**src/rtl/health_calc_pkg.sv**
```systemverilog
// rtl/health_calc_pkg.sv - shared widths, FSM encoding and requester indices
package health_calc_pkg;

  localparam int NUM_W_DEF = 48;
  localparam int Q_W_DEF   = 16;

  localparam logic REQ_SPO2 = 1'b0;
  localparam logic REQ_HR   = 1'b1;

  typedef enum logic [1:0] {
    S_IDLE = 2'd0,
    S_LOAD = 2'd1,
    S_RUN  = 2'd2,
    S_DONE = 2'd3
  } state_t;

endpackage

```
**src/rtl/div_seq_core.sv**
```systemverilog
// rtl/div_seq_core.sv - restoring divider, one quotient bit per step, MSB first
module div_seq_core
  import health_calc_pkg::*;
#(
  parameter int NUM_W = NUM_W_DEF
) (
  input  logic             clk,
  input  logic             rst,
  input  logic             start,
  input  logic             step,
  input  logic [NUM_W-1:0] num,
  input  logic [NUM_W-1:0] den,
  output logic [NUM_W-1:0] quo
);

  // q starts as the dividend and is shifted out MSB first while quotient bits shift in
  logic [NUM_W-1:0] q;
  logic [NUM_W-1:0] rem;
  logic [NUM_W-1:0] d;
  logic [NUM_W:0]   rem_sh;
  logic             ge;

  assign rem_sh = {rem, q[NUM_W-1]};
  assign ge     = (rem_sh >= {1'b0, d});
  assign quo    = q;

  always_ff @(posedge clk) begin
    if (rst) begin
      q   <= '0;
      rem <= '0;
      d   <= '0;
    end else if (start) begin
      q   <= num;
      rem <= '0;
      d   <= den;
    end else if (step) begin
      q   <= {q[NUM_W-2:0], ge};
      rem <= ge ? NUM_W'(rem_sh - {1'b0, d}) : rem_sh[NUM_W-1:0];
    end
  end

endmodule

```
**src/rtl/div_arbiter.sv**
```systemverilog
// rtl/div_arbiter.sv - round-robin arbiter sharing one sequential divider between two requesters
module div_arbiter
  import health_calc_pkg::*;
#(
  parameter int NUM_W = NUM_W_DEF,
  parameter int Q_W   = Q_W_DEF
) (
  input  logic             clk,
  input  logic             rst,
  input  logic [1:0]       i_req,
  input  logic [NUM_W-1:0] i_num0,
  input  logic [NUM_W-1:0] i_num1,
  input  logic [NUM_W-1:0] i_den0,
  input  logic [NUM_W-1:0] i_den1,
  output logic [1:0]       o_gnt,
  output logic [1:0]       o_done,
  output logic [Q_W-1:0]   o_quo,
  output logic             o_dz,
  output logic             o_ovf,
  output logic             o_busy
);

  localparam int CNT_W = $clog2(NUM_W + 1);

  state_t           state, state_nx;
  logic             last, winner, win_nx, dz_r;
  logic [CNT_W-1:0] iter;
  logic [1:0]       gnt_nx, done_nx;
  logic             core_start, core_step;
  logic [NUM_W-1:0] sel_num, sel_den, core_quo;

  assign sel_num = (winner == REQ_HR) ? i_num1 : i_num0;
  assign sel_den = (winner == REQ_HR) ? i_den1 : i_den0;

  // On a tie the requester not served last wins
  always_comb begin
    win_nx = REQ_SPO2;
    if (i_req == 2'b11)         win_nx = ~last;
    else if (i_req[REQ_HR])     win_nx = REQ_HR;
  end

  always_ff @(posedge clk) begin
    if (rst) state <= S_IDLE;
    else     state <= state_nx;
  end

  always_comb begin
    state_nx = state;
    case (state)
      S_IDLE: if (|i_req) state_nx = S_LOAD;
      S_LOAD: state_nx = (sel_den == '0) ? S_DONE : S_RUN;
      S_RUN:  if (iter == CNT_W'(NUM_W - 1)) state_nx = S_DONE;
      S_DONE: state_nx = S_IDLE;
      default: state_nx = S_IDLE;
    endcase
  end

  always_comb begin
    gnt_nx     = 2'b00;
    done_nx    = 2'b00;
    core_start = (state == S_LOAD);
    core_step  = (state == S_RUN);
    o_busy     = (state != S_IDLE);
    if (state == S_IDLE && |i_req) gnt_nx  = 2'b01 << win_nx;
    if (state == S_DONE)           done_nx = 2'b01 << winner;
  end

  always_ff @(posedge clk) begin
    if (rst) begin
      last   <= REQ_HR;
      winner <= REQ_SPO2;
      dz_r   <= 1'b0;
      iter   <= '0;
      o_gnt  <= 2'b00;
      o_done <= 2'b00;
      o_quo  <= '0;
      o_dz   <= 1'b0;
      o_ovf  <= 1'b0;
    end else begin
      o_gnt  <= gnt_nx;
      o_done <= done_nx;
      if (state == S_IDLE && |i_req) winner <= win_nx;
      if (state == S_LOAD) begin
        dz_r <= (sel_den == '0);
        iter <= '0;
      end
      if (state == S_RUN) iter <= iter + 1'b1;
      if (state == S_DONE) begin
        last <= winner;
        o_dz <= dz_r;
        if (dz_r) begin
          o_quo <= '0;
          o_ovf <= 1'b0;
        end else if (|core_quo[NUM_W-1:Q_W]) begin
          o_quo <= '1;
          o_ovf <= 1'b1;
        end else begin
          o_quo <= core_quo[Q_W-1:0];
          o_ovf <= 1'b0;
        end
      end
    end
  end

  div_seq_core #(.NUM_W(NUM_W)) u_core (
    .clk   (clk),
    .rst   (rst),
    .start (core_start),
    .step  (core_step),
    .num   (sel_num),
    .den   (sel_den),
    .quo   (core_quo)
  );

endmodule

```
**config.mk**
```make
export PLATFORM = sky130hd
export DESIGN_NAME = div_arbiter
export DESIGN_NICKNAME = d
export VERILOG_FILES = /design/src/rtl/health_calc_pkg.sv /design/src/rtl/div_seq_core.sv /design/src/rtl/div_arbiter.sv
export SDC_FILE = /design/constraint.sdc
export NUM_CORES = 1
export LEC_CHECK = 0
export CORE_MARGIN = 2
export CORE_UTILIZATION = 49
export CTS_BUF_LIST = sky130_fd_sc_hd__clkbuf_8
export DETAILED_ROUTE_END_ITERATION = 16
export PLACE_DENSITY = 0.82
export SLEW_MARGIN = 15
export SYNTH_ARGS = -nofsm -noshare
export SYNTH_HDL_FRONTEND = slang
export SYNTH_SLANG_ARGS = --single-unit
export TNS_END_PERCENT = 5
```
**constraint.sdc**
```tcl
create_clock -name clk -period 2.6 [get_ports clk]
set_input_delay 0.26 -clock clk [delete_from_list [all_inputs] [get_ports clk]]
set_output_delay 0.26 -clock clk [all_outputs]
set_load 0.02 [all_outputs]
```
==> run_results.csv, run 1 <==
group,metric,value,unit
outcome,outcome,"finished, violations left",
outcome,violations,"setup timing",
detailed_routing,route.detailed.drc,0,
timing,setup_viol,49,
cells_and_area,fin_cells,2227,
cts,h-tree-depth,4,
detailed_routing,routed-via-count,12744,
yosys,syn_avg_cell_area,7.74,µm²
timing,clock_skew,0.0208,ns
setup_path,cp-end-kind,"flip-flop",
yosys,synth_top_area_frac,0.307,
worst_hold_path,min_delay_path_depth,2,
power_and_ir_drop,power.internal,12900,µW
cts,numCtsBuffers,17,
setup_path,rr_startpoint,"u_core.d[4]",
floorplan,die_h,157,µm
power_and_ir_drop,power_frac_seq,0.176,
job,cap_violations,0,
yosys,synth_nets,1740,
global_routing,met1_usage,0.391,
yosys,yosys_warnings,0,
power_and_ir_drop,power_per_cell_area,1440,nW/µm²
yosys,synth-seq-cells,177,
global_routing,use_met3,0.0647,
setup_path,crit_type,"flip-flop to flip-flop",
setup_path,r2r_setup_slack,-0.34,ns
yosys,synthCells,1489,
yosys,synthTopCellsByArea,"dfxtp_1, mux2i_1, nor2_1, a21oi_1, ha_1",
global_routing,grt_pass1_wl,61700,µm
yosys,yosysTopAreaCell,"dfxtp_1",
cells_and_area,area_growth,45.1,%
power_and_ir_drop,vdd_ir_drop_max,0.742,mV
floorplan,start_util,0.496,
cts,cts_tree,"built",
cts,path_clk_slew,0.11,ns
detailed_routing,wirelength,39000,µm
timing,timing.final.crit_share,1.13,
floorplan,placementRows,56,
cells_and_area,final_layout_size_suffix_gt1_frac,0.200,
floorplan,die_w,157,µm
place,place_hpwl,29200,µm
detailed_routing,drt-pass1-iter-count,7,
yosys,async_reset_ff_frac,0,
floorplan,die_area,24800,µm²
cts,cts-root-buf,"clkbuf_8",
cells_and_area,layout_commonest_cell,"buf_4",
cells_and_area,final_cell_mix,"buf_4, clkdlybuf4s50_1, nor2_1",
place,place.gp.congestion,0.975,
power_and_ir_drop,power.share.clock,0.082,
place,place_inst,2180,
cts,clockBufferDepth,2,
cts,clock_sinks,177,
power_and_ir_drop,netSwitchingFraction,0.465,
global_routing,gr-usage-met2,0.528,
power_and_ir_drop,combPwrFrac,0.742,
worst_hold_path,holdPathEnd,"u_core.d[14]",
setup_path,crit_path_start_kind,"flip-flop",
setup_path,crit_fanout,7,
setup_path,crit_arrival,3.34,ns
cells_and_area,nets,2145,
setup_path,critical_path_required,3.00,ns
worst_hold_path,hp-class,"input pin to flip-flop",
timing,fin_crit,2.94,ns
place,port_buffers,218,
global_routing,antenna_found_initial,0,
setup_path,reg2reg_to,"u_core.rem[22]",
yosys,yosysSeqAreaShare,0.307,
worst_hold_path,min_from,"rst",
timing,whs,0.0790,ns
power_and_ir_drop,power_switching,11200,µW
detailed_routing,viasPerCell,5.72,
timing,fin_setup_tns,-12.63,ns
timing,worst_pin_slew,0.695,ns
global_routing,grt_pass1_vias,12158,
yosys,ys.flop_type,"dfxtp_1",
setup_path,reg2reg_depth,13,
timing,drv_slew,0,
global_routing,grt-ovfl-total,0,
timing,hold_violations,0,
global_routing,grt_start_max_net_pins,83,
timing,relSlewSlack,0.536,
detailed_routing,drt.antenna.violating_nets,0,
global_routing,grt-busiest-layer,"met2",
floorplan,coreArea,23300,µm²
yosys,yosysUniqueCellTypes,67,
detailed_routing,wire_per_inst,17.5,µm
cells_and_area,final_util,0.719,
cts,clock_latency,0.50,ns
setup_path,critPathLaunch,"u_core.d[4]",
power_and_ir_drop,p_leak,0.00683,µW
detailed_routing,drt_iter0_markers,815,
timing,rsz0062_at_grt,"yes",
yosys,synth-edff-count,0,
cells_and_area,filler_cell_count,1793,
floorplan,io_pins,219,
yosys,syn-cell-area,11500,µm²
timing,fin_ws,-0.340,ns
global_routing,grt_util_all_layers,0.312,
timing,max_freq,340,MHz
==> worst max-delay path by stage <==
stage                endpoint  slack (ns)  cells past startpoint
6_report       u_core.rem[22]       -0.34                     13
5_1_grt        u_core.rem[46]       -0.48                     11
4_1_cts        u_core.rem[30]       -0.27                     13
3_5_place_dp   u_core.rem[15]       -0.56                     12
3_3_place_gp   u_core.rem[24]       -0.44                     12
2_1_floorplan  u_core.rem[46]       -0.03                     12
==> state kept, by name, indices dropped and copies added (netlist names) <==
signal,count
u_core.rem,48
o_ovf,1
state,2
o_gnt,2
o_done,2
winner,1
iter,6
last,1
dz_r,1
u_core.d,48
o_dz,1
u_core.quo,48
o_quo,16
==> layout make-up <==
type	instances	area [µm²]	area share
inverter	69	259	0.0155
clock buffer	17	234	0.0140
antenna	1	2.50	0.000150
timing repair buffer	488	4360	0.260
tap	319	399	0.0239
clock inverter	15	190	0.0114
sequential	177	3560	0.213
multi-input combinational	1141	7730	0.462
==> kinds of logic (layout without fill, tap and decap cells) <==
logic type	after synthesis	in the layout	synth area share
other cells	0	1	0
xor+xnor	41	41	0.0311
flops	177	177	0.307
simple gates	492	493	0.193
compound gates	403	403	0.222
fa+ha+maj	55	55	0.0603
mux	149	149	0.130
buf+inv	172	589	0.0568
==> worst max-delay path, stage by stage (launching register included) <==
cell and delay, ns:
dfxtp_2 0.34, inv_1 0.06, ha_4 0.29, nand2_2 0.08
a211oi_4 0.25, o21ai_2 0.10, o311a_1 0.33, buf_4 0.15
o31ai_4 0.21, nand4_1 0.26, nand2_4 0.21, bufbuf_16 0.30
nand2_1 0.05, a311oi_1 0.24
==> through the flow <==
step                cell area [µm²]  power [µW]  worst slack, ns
finish                        16700       24100           -0.340
global route                  16700       25700           -0.477
detailed placement            15800       20200           -0.560
CTS                           16700       23600           -0.269
floorplan                     11700       14000          -0.0315
global placement              15800       19800           -0.439
==> power by group through the flow <==
stage / sequential, µW / clock (µW) / combinational, µW
6_report: 4240 / 1980 / 17900
3_5_place_dp: 4240 / 0 / 15900
3_3_place_gp: 4210 / 0 / 15600
2_1_floorplan: 4140 / 0 / 9880
5_1_grt: 4330 / 2100 / 19300
4_1_cts: 4210 / 2000 / 17400
==> repair_timing <==
| item | in CTS | in global routing |
|---|---|---|
| endpoints found under the setup margin | 49 | 49 |
| endpoints found under the hold margin | 0 | 0 |
| buffers inserted | 8 | 2 |
| cloned | 4 | 0 |
| gates resized for setup | 49 | 11 |
| pin swaps | 14 | 5 |
| hold buffers | 0 | 0 |
==> synth_stat cells (28+ instances only) <==
cell,instances
clkbuf_1,81
dfxtp_1,177
a211oi_1,55
nor2_1,209
ha_1,54
inv_1,69
nand4_1,28
nor4_1,34
o21ai_0,54
mux2i_1,147
nand2_1,130
a21oi_1,147
==> per-layer routing <==
layer  wire (µm)  vias to the layer above
met2       18600                      527
met4        1310                        0
met1       16200                     5978
met3        2910                       78
li1            -                     6161
met5           0                        -
No activity file was read; power rests on OpenSTA's default activity.
==> run 2: changes to the inputs <==
--- a/config.mk
+++ b/config.mk
@@ -10,6 +10,7 @@
 export CTS_BUF_LIST = sky130_fd_sc_hd__clkbuf_8
 export DETAILED_ROUTE_END_ITERATION = 16
 export PLACE_DENSITY = 0.82
+export REMOVE_ABC_BUFFERS = 1
 export SLEW_MARGIN = 15
 export SYNTH_ARGS = -nofsm -noshare
 export SYNTH_HDL_FRONTEND = slang
==> run 2 against run 1 <==
Against the previous run: the run still ends with setup timing left; critical path depth is 1 lower; first-iteration DRC count grew 7.4%; clock power barely moved; sequential power barely moved; global-route usage decreased by 2.4 points; utilization is 1.2 points lower; register-to-register slack improved by 0.02 ns; total power shrank 0.25%; sequential share of layout area increased by 0.43 points; clock skew rose by 0.0026 ns; critical endpoint is now u_core.rem[45]; highest routed layer unchanged.
==> run_results.csv, run 2 (synthesis results as in run 1) <==
group,metric,value,unit
setup_path,critical_path_required,2.96,ns
timing,fin_ws,-0.318,ns
setup_path,cp-end-kind,"flip-flop",
detailed_routing,drt_iter0_markers,875,
timing,clock_skew,0.0234,ns
cells_and_area,fin_cells,2153,
setup_path,rr_startpoint,"u_core.d[13]",
setup_path,reg2reg_to,"u_core.rem[45]",
global_routing,grt_start_max_net_pins,128,
timing,whs,0.135,ns
power_and_ir_drop,vdd_ir_drop_max,0.908,mV
detailed_routing,route.detailed.drc,0,
timing,rsz0062_at_grt,"yes",
floorplan,die_w,157,µm
place,placed_area,15200,µm²
global_routing,grt_pass1_wl,57300,µm
worst_hold_path,holdPathEnd,"u_core.quo[24]",
place,place.gp.congestion,0.952,
detailed_routing,wire_per_inst,17.4,µm
global_routing,grt_pass1_vias,11778,
detailed_routing,wirelength,37400,µm
cts,clock_sinks,177,
job,cap_violations,0,
floorplan,die_area,24800,µm²
setup_path,cp_slowest_cell,"o41a_1",
detailed_routing,routed-via-count,12351,
floorplan,coreArea,23300,µm²
cts,numCtsBuffers,17,
floorplan,io_pins,219,
setup_path,crit_fanout,4,
timing,timing.final.crit_share,1.12,
worst_hold_path,min_from,"rst",
setup_path,crit_type,"flip-flop to flip-flop",
floorplan,die_h,157,µm
cts,cts-root-buf,"clkbuf_8",
cts,clock_latency,0.48,ns
timing,max_freq,343,MHz
setup_path,r2r_setup_slack,-0.32,ns
cts,h-tree-depth,4,
setup_path,slowest_delay,0.38,ns
setup_path,crit_arrival,3.28,ns
timing,hold_violations,0,
cells_and_area,final_layout_size_suffix_gt1_frac,0.189,
detailed_routing,viasPerCell,5.74,
cts,path_clk_slew,0.12,ns
setup_path,cp_common_cell,"o31a_1",
outcome,outcome,"finished, violations left",
outcome,violations,"setup timing",
timing,fin_crit,2.92,ns
timing,worst_pin_slew,0.833,ns
setup_path,path_cells,"inv_2 -> ha_4 -> buf_6 -> nand4_1 -> nor3_1 -> o21ba_1 -> o311a_1 -> o31a_1 -> o41a_1 -> o21bai_2 -> mux2i_1 -> o31a_1",
cells_and_area,layout_commonest_cell,"clkdlybuf4s50_1",
cells_and_area,nets,2072,
power_and_ir_drop,p_leak,0.00649,µW
worst_hold_path,hp-class,"input pin to flip-flop",
floorplan,placementRows,56,
setup_path,crit_path_start_kind,"flip-flop",
place,place_inst,2105,
cts,cts_tree,"built",
global_routing,antenna_found_initial,0,
floorplan,start_util,0.496,
cells_and_area,design_area,16400,µm²
cells_and_area,area_growth,42.7,%
cts,cts_hold_buf,0,
place,place_hpwl,26800,µm
worst_hold_path,min_delay_path_depth,2,
cells_and_area,antennaDiodeCount,0,
detailed_routing,drt-pass1-iter-count,5,
timing,relSlewSlack,0.445,
global_routing,grt-ovfl-total,0,
setup_path,reg2reg_depth,12,
power_and_ir_drop,power_per_cell_area,1460,nW/µm²
cells_and_area,final_cell_mix,"clkdlybuf4s50_1, nor2_1, buf_4",
timing,setup_viol,49,
detailed_routing,drt.antenna.violating_nets,0,
place,port_buffers,218,
global_routing,grt_util_all_layers,0.287,
cts,clockBufferDepth,2,
timing,drv_slew,0,
run 2: changes by cell type in the layout (fill, tap and decap cells not counted), sizes merged:
cell | before | now
inv | 73 | 77
clkbuf | 17 | 21
nor2 | 210 | 209
clkinvlp | 0 | 1
diode | 1 | 0
bufbuf | 3 | 0
clkinv | 11 | 6
buf | 268 | 195
run 2: where the power goes:
group	switching (µW)	leakage [µW]	internal (µW)
clock	1220	0.000201	727
combinational	9470	0.00484	8330
sequential	663	0.00145	3590
run 2: cell type report:
cell class | count | area [µm²]
clock buffer | 17 | 234
clock inverter | 15 | 165
fill | 1765 | 6810
inverter | 69 | 259
multi-input combinational | 1140 | 7960
sequential | 177 | 3570
tap | 319 | 399
timing repair buffer | 416 | 3870
run 2: per-stage QoR:
| step | utilization | setup TNS [ns] | worst slack, ns | power, µW |
|---|---|---|---|---|
| global route | 0.707 | -13.57 | -0.357 | 25700 |
| finish | 0.707 | -8.43 | -0.318 | 24000 |
| CTS | 0.682 | -4.92 | -0.219 | 22000 |
| detailed placement | 0.652 | -10.22 | -0.354 | 19300 |
| floorplan | - | -291.26 | -2.67 | 13500 |
| global placement | 0.652 | -6.51 | -0.325 | 19000 |
run 2: how the worst max path moves through the flow:
stage	start	endpoint	slack, ns	cells after the start
after CTS	u_core.d[12]	u_core.rem[43]	-0.22	12
after global routing	u_core.quo[47]	u_core.rem[45]	-0.36	11
after global placement	u_core.d[18]	u_core.rem[38]	-0.32	12
after floorplan	state[1]	u_core.rem[14]	-2.67	5
final	u_core.d[13]	u_core.rem[45]	-0.32	12
after detailed placement	u_core.quo[47]	u_core.rem[46]	-0.35	13
run 2: routing by layer:
metal,vias up,wire length [µm],track usage
met5,-,0,0
met4,0,1460,0.125
met3,83,2590,0.0496
met2,520,17800,0.481
met1,5734,15600,0.364
li1,6014,-,-
run 2: critical path, delay by kind of cell, from the launching register on:
kind,cells,cell delay [ns]
adder cells (fa/ha/maj),1,0.28
multiplexers,1,0.10
buffers and inverters,2,0.14
AND/OR/NAND/NOR,2,0.47
flip-flops,1,0.36
AO/OA/AOI/OAI,6,1.46
run 2: what timing repair did:
action,in CTS,in global routing
setup buffers,2,10
gates cloned,0,4
pin swaps,13,43
endpoints found under the setup margin,49,49
gates resized for setup,61,81
==> run 3: changes to the inputs <==
--- a/config.mk
+++ b/config.mk
@@ -11,6 +11,7 @@
 export DETAILED_ROUTE_END_ITERATION = 16
 export PLACE_DENSITY = 0.82
 export REMOVE_ABC_BUFFERS = 1
+export SKIP_CTS_REPAIR_TIMING = 1
 export SLEW_MARGIN = 15
 export SYNTH_ARGS = -nofsm -noshare
 export SYNTH_HDL_FRONTEND = slang
==> run 3 against run 2 <==
Against the previous run: sequential share of layout area rose by 0.28 points; register-to-register slack got worse by 0.03 ns; cell count decreased by 0.14%; highest routed layer unchanged; the flow still finishes with violations (setup timing); maximum frequency is 1.2% lower; first-iteration DRC count fell by 0.23%; clock skew rose by 0.0011 ns.
==> run_results.csv, run 3 (synthesis results as in run 1) <==
group,metric,value,unit
outcome,outcome,"finished, violations left",
outcome,violations,"setup timing",
cts,numCtsBuffers,17,
timing,max_freq,339,MHz
place,port_buffers,218,
power_and_ir_drop,power_per_cell_area,1430,nW/µm²
setup_path,path_cells,"inv_1 -> ha_4 -> nand2b_4 -> a211oi_4 -> o21ai_2 -> o311a_1 -> o31a_1 -> o41a_1 -> o21bai_2 -> mux2i_1 -> o31a_1",
cells_and_area,layout_commonest_cell,"clkdlybuf4s50_1",
timing,setup_viol,49,
timing,fin_crit,2.95,ns
floorplan,die_area,24800,µm²
setup_path,cp-end-kind,"flip-flop",
floorplan,placementRows,56,
setup_path,slowest_delay,0.46,ns
setup_path,crit_path_start_kind,"flip-flop",
cells_and_area,register_area,3560,µm²
power_and_ir_drop,vdd_ir_drop_max,0.874,mV
timing,drv_slew,0,
setup_path,cp_slowest_cell,"o41a_1",
setup_path,crit_fanout,3,
timing,relSlewSlack,0.443,
floorplan,coreArea,23300,µm²
floorplan,io_pins,219,
cts,h-tree-depth,4,
cells_and_area,final_layout_size_suffix_gt1_frac,0.172,
timing,clock_skew,0.0246,ns
cells_and_area,multi_input_area,7800,µm²
power_and_ir_drop,power,23200,µW
cts,clock_sinks,177,
timing,hold_violations,0,
timing,rsz0062_at_grt,"yes",
cts,path_clk_slew,0.12,ns
setup_path,crit_arrival,3.31,ns
job,cap_violations,0,
global_routing,grt_pass1_wl,56600,µm
place,place_worst_setup_slack,-0.354,ns
detailed_routing,drt-pass1-iter-count,7,
detailed_routing,route.detailed.drc,0,
cts,cts-root-buf,"clkbuf_8",
detailed_routing,drt.antenna.violating_nets,0,
power_and_ir_drop,p_leak,0.00643,µW
detailed_routing,routed-via-count,12290,
cts,clockBufferDepth,2,
global_routing,grt_pass1_vias,11667,
setup_path,worst_path_dominant_cell_family,"compound AO/OA/AOI/OAI gates",
detailed_routing,viasPerCell,5.72,
worst_hold_path,hp-class,"input pin to flip-flop",
floorplan,die_h,157,µm
global_routing,grt-ovfl-total,0,
cells_and_area,final_cell_mix,"clkdlybuf4s50_1, nor2_1, buf_4",
timing,worst_pin_slew,0.835,ns
place,place_hpwl,26800,µm
detailed_routing,wirelength,36800,µm
cells_and_area,antennaDiodeCount,0,
timing,timing.final.crit_share,1.14,
setup_path,cp_common_cell,"o31a_1",
place,place.gp.congestion,0.952,
cells_and_area,area_growth,40.4,%
cts,clock_latency,0.48,ns
timing,whs,0.136,ns
cells_and_area,nets,2069,
cts,cts_tree,"built",
cells_and_area,filler_cell_count,1834,
global_routing,antenna_found_initial,0,
setup_path,path_buf_inv,1,
timing,fin_ws,-0.352,ns
setup_path,critical_path_required,2.96,ns
setup_path,crit_type,"flip-flop to flip-flop",
floorplan,start_util,0.496,
global_routing,grt_util_all_layers,0.284,
detailed_routing,drt_iter0_markers,873,
detailed_routing,wire_per_inst,17.1,µm
global_routing,grt_start_max_net_pins,128,
floorplan,die_w,157,µm
==> run 3: changes by cell type in the layout (fill, tap and decap cells not counted), sizes merged <==
cell / before / now
clkbuf: 21 / 17
buf: 195 / 196
==> run 3: metal layers <==
| metal | vias up | GRT usage | part of all wire |
|---|---|---|---|
| met4 | 0 | 0.121 | 0.039 |
| met5 | - | 0 | 0 |
| met2 | 480 | 0.472 | 0.47 |
| met1 | 5721 | 0.362 | 0.42 |
| li1 | 6010 | - | - |
| met3 | 79 | 0.0490 | 0.068 |
==> run 3: final timing paths <==
path,to,startpoint,depth (start not counted),slack [ns]
setup / recovery,u_core.rem[45],u_core.d[1],11,-0.35
hold / removal,u_core.quo[24],rst,2,0.14
setup reg to reg,u_core.rem[45],u_core.d[1],11,-0.35
hold reg to reg,u_core.d[34],u_core.d[34],2,0.49
==> run 3: through the flow <==
step	setup TNS (ns)	utilization	std cells	area, µm²
after floorplan	-291.26	-	1386	11100
after global placement	-6.51	0.652	2105	15200
after detailed placement	-10.22	0.652	2105	15200
after CTS	-11.26	0.669	2137	15600
after global routing	-14.73	0.696	2150	16200
final	-10.56	0.696	2150	16200
==> run 3: final cells by class <==
type	instances	share of cell area
clock buffers	17	0.0145
multi-input cells	1140	0.482
well taps	319	0.0247
repair buffers	413	0.233
clock inverters	15	0.0102
inverters	69	0.0160
flip-flops and latches	177	0.220
==> run 3: where the power goes <==
| group | leakage (µW) | switching, µW | internal [µW] |
|---|---|---|---|
| Clock | 0.000201 | 1220 | 727 |
| Combinational | 0.00478 | 9140 | 7880 |
| Sequential | 0.00145 | 654 | 3590 |
| Total | 0.00643 | 11000 | 12200 |
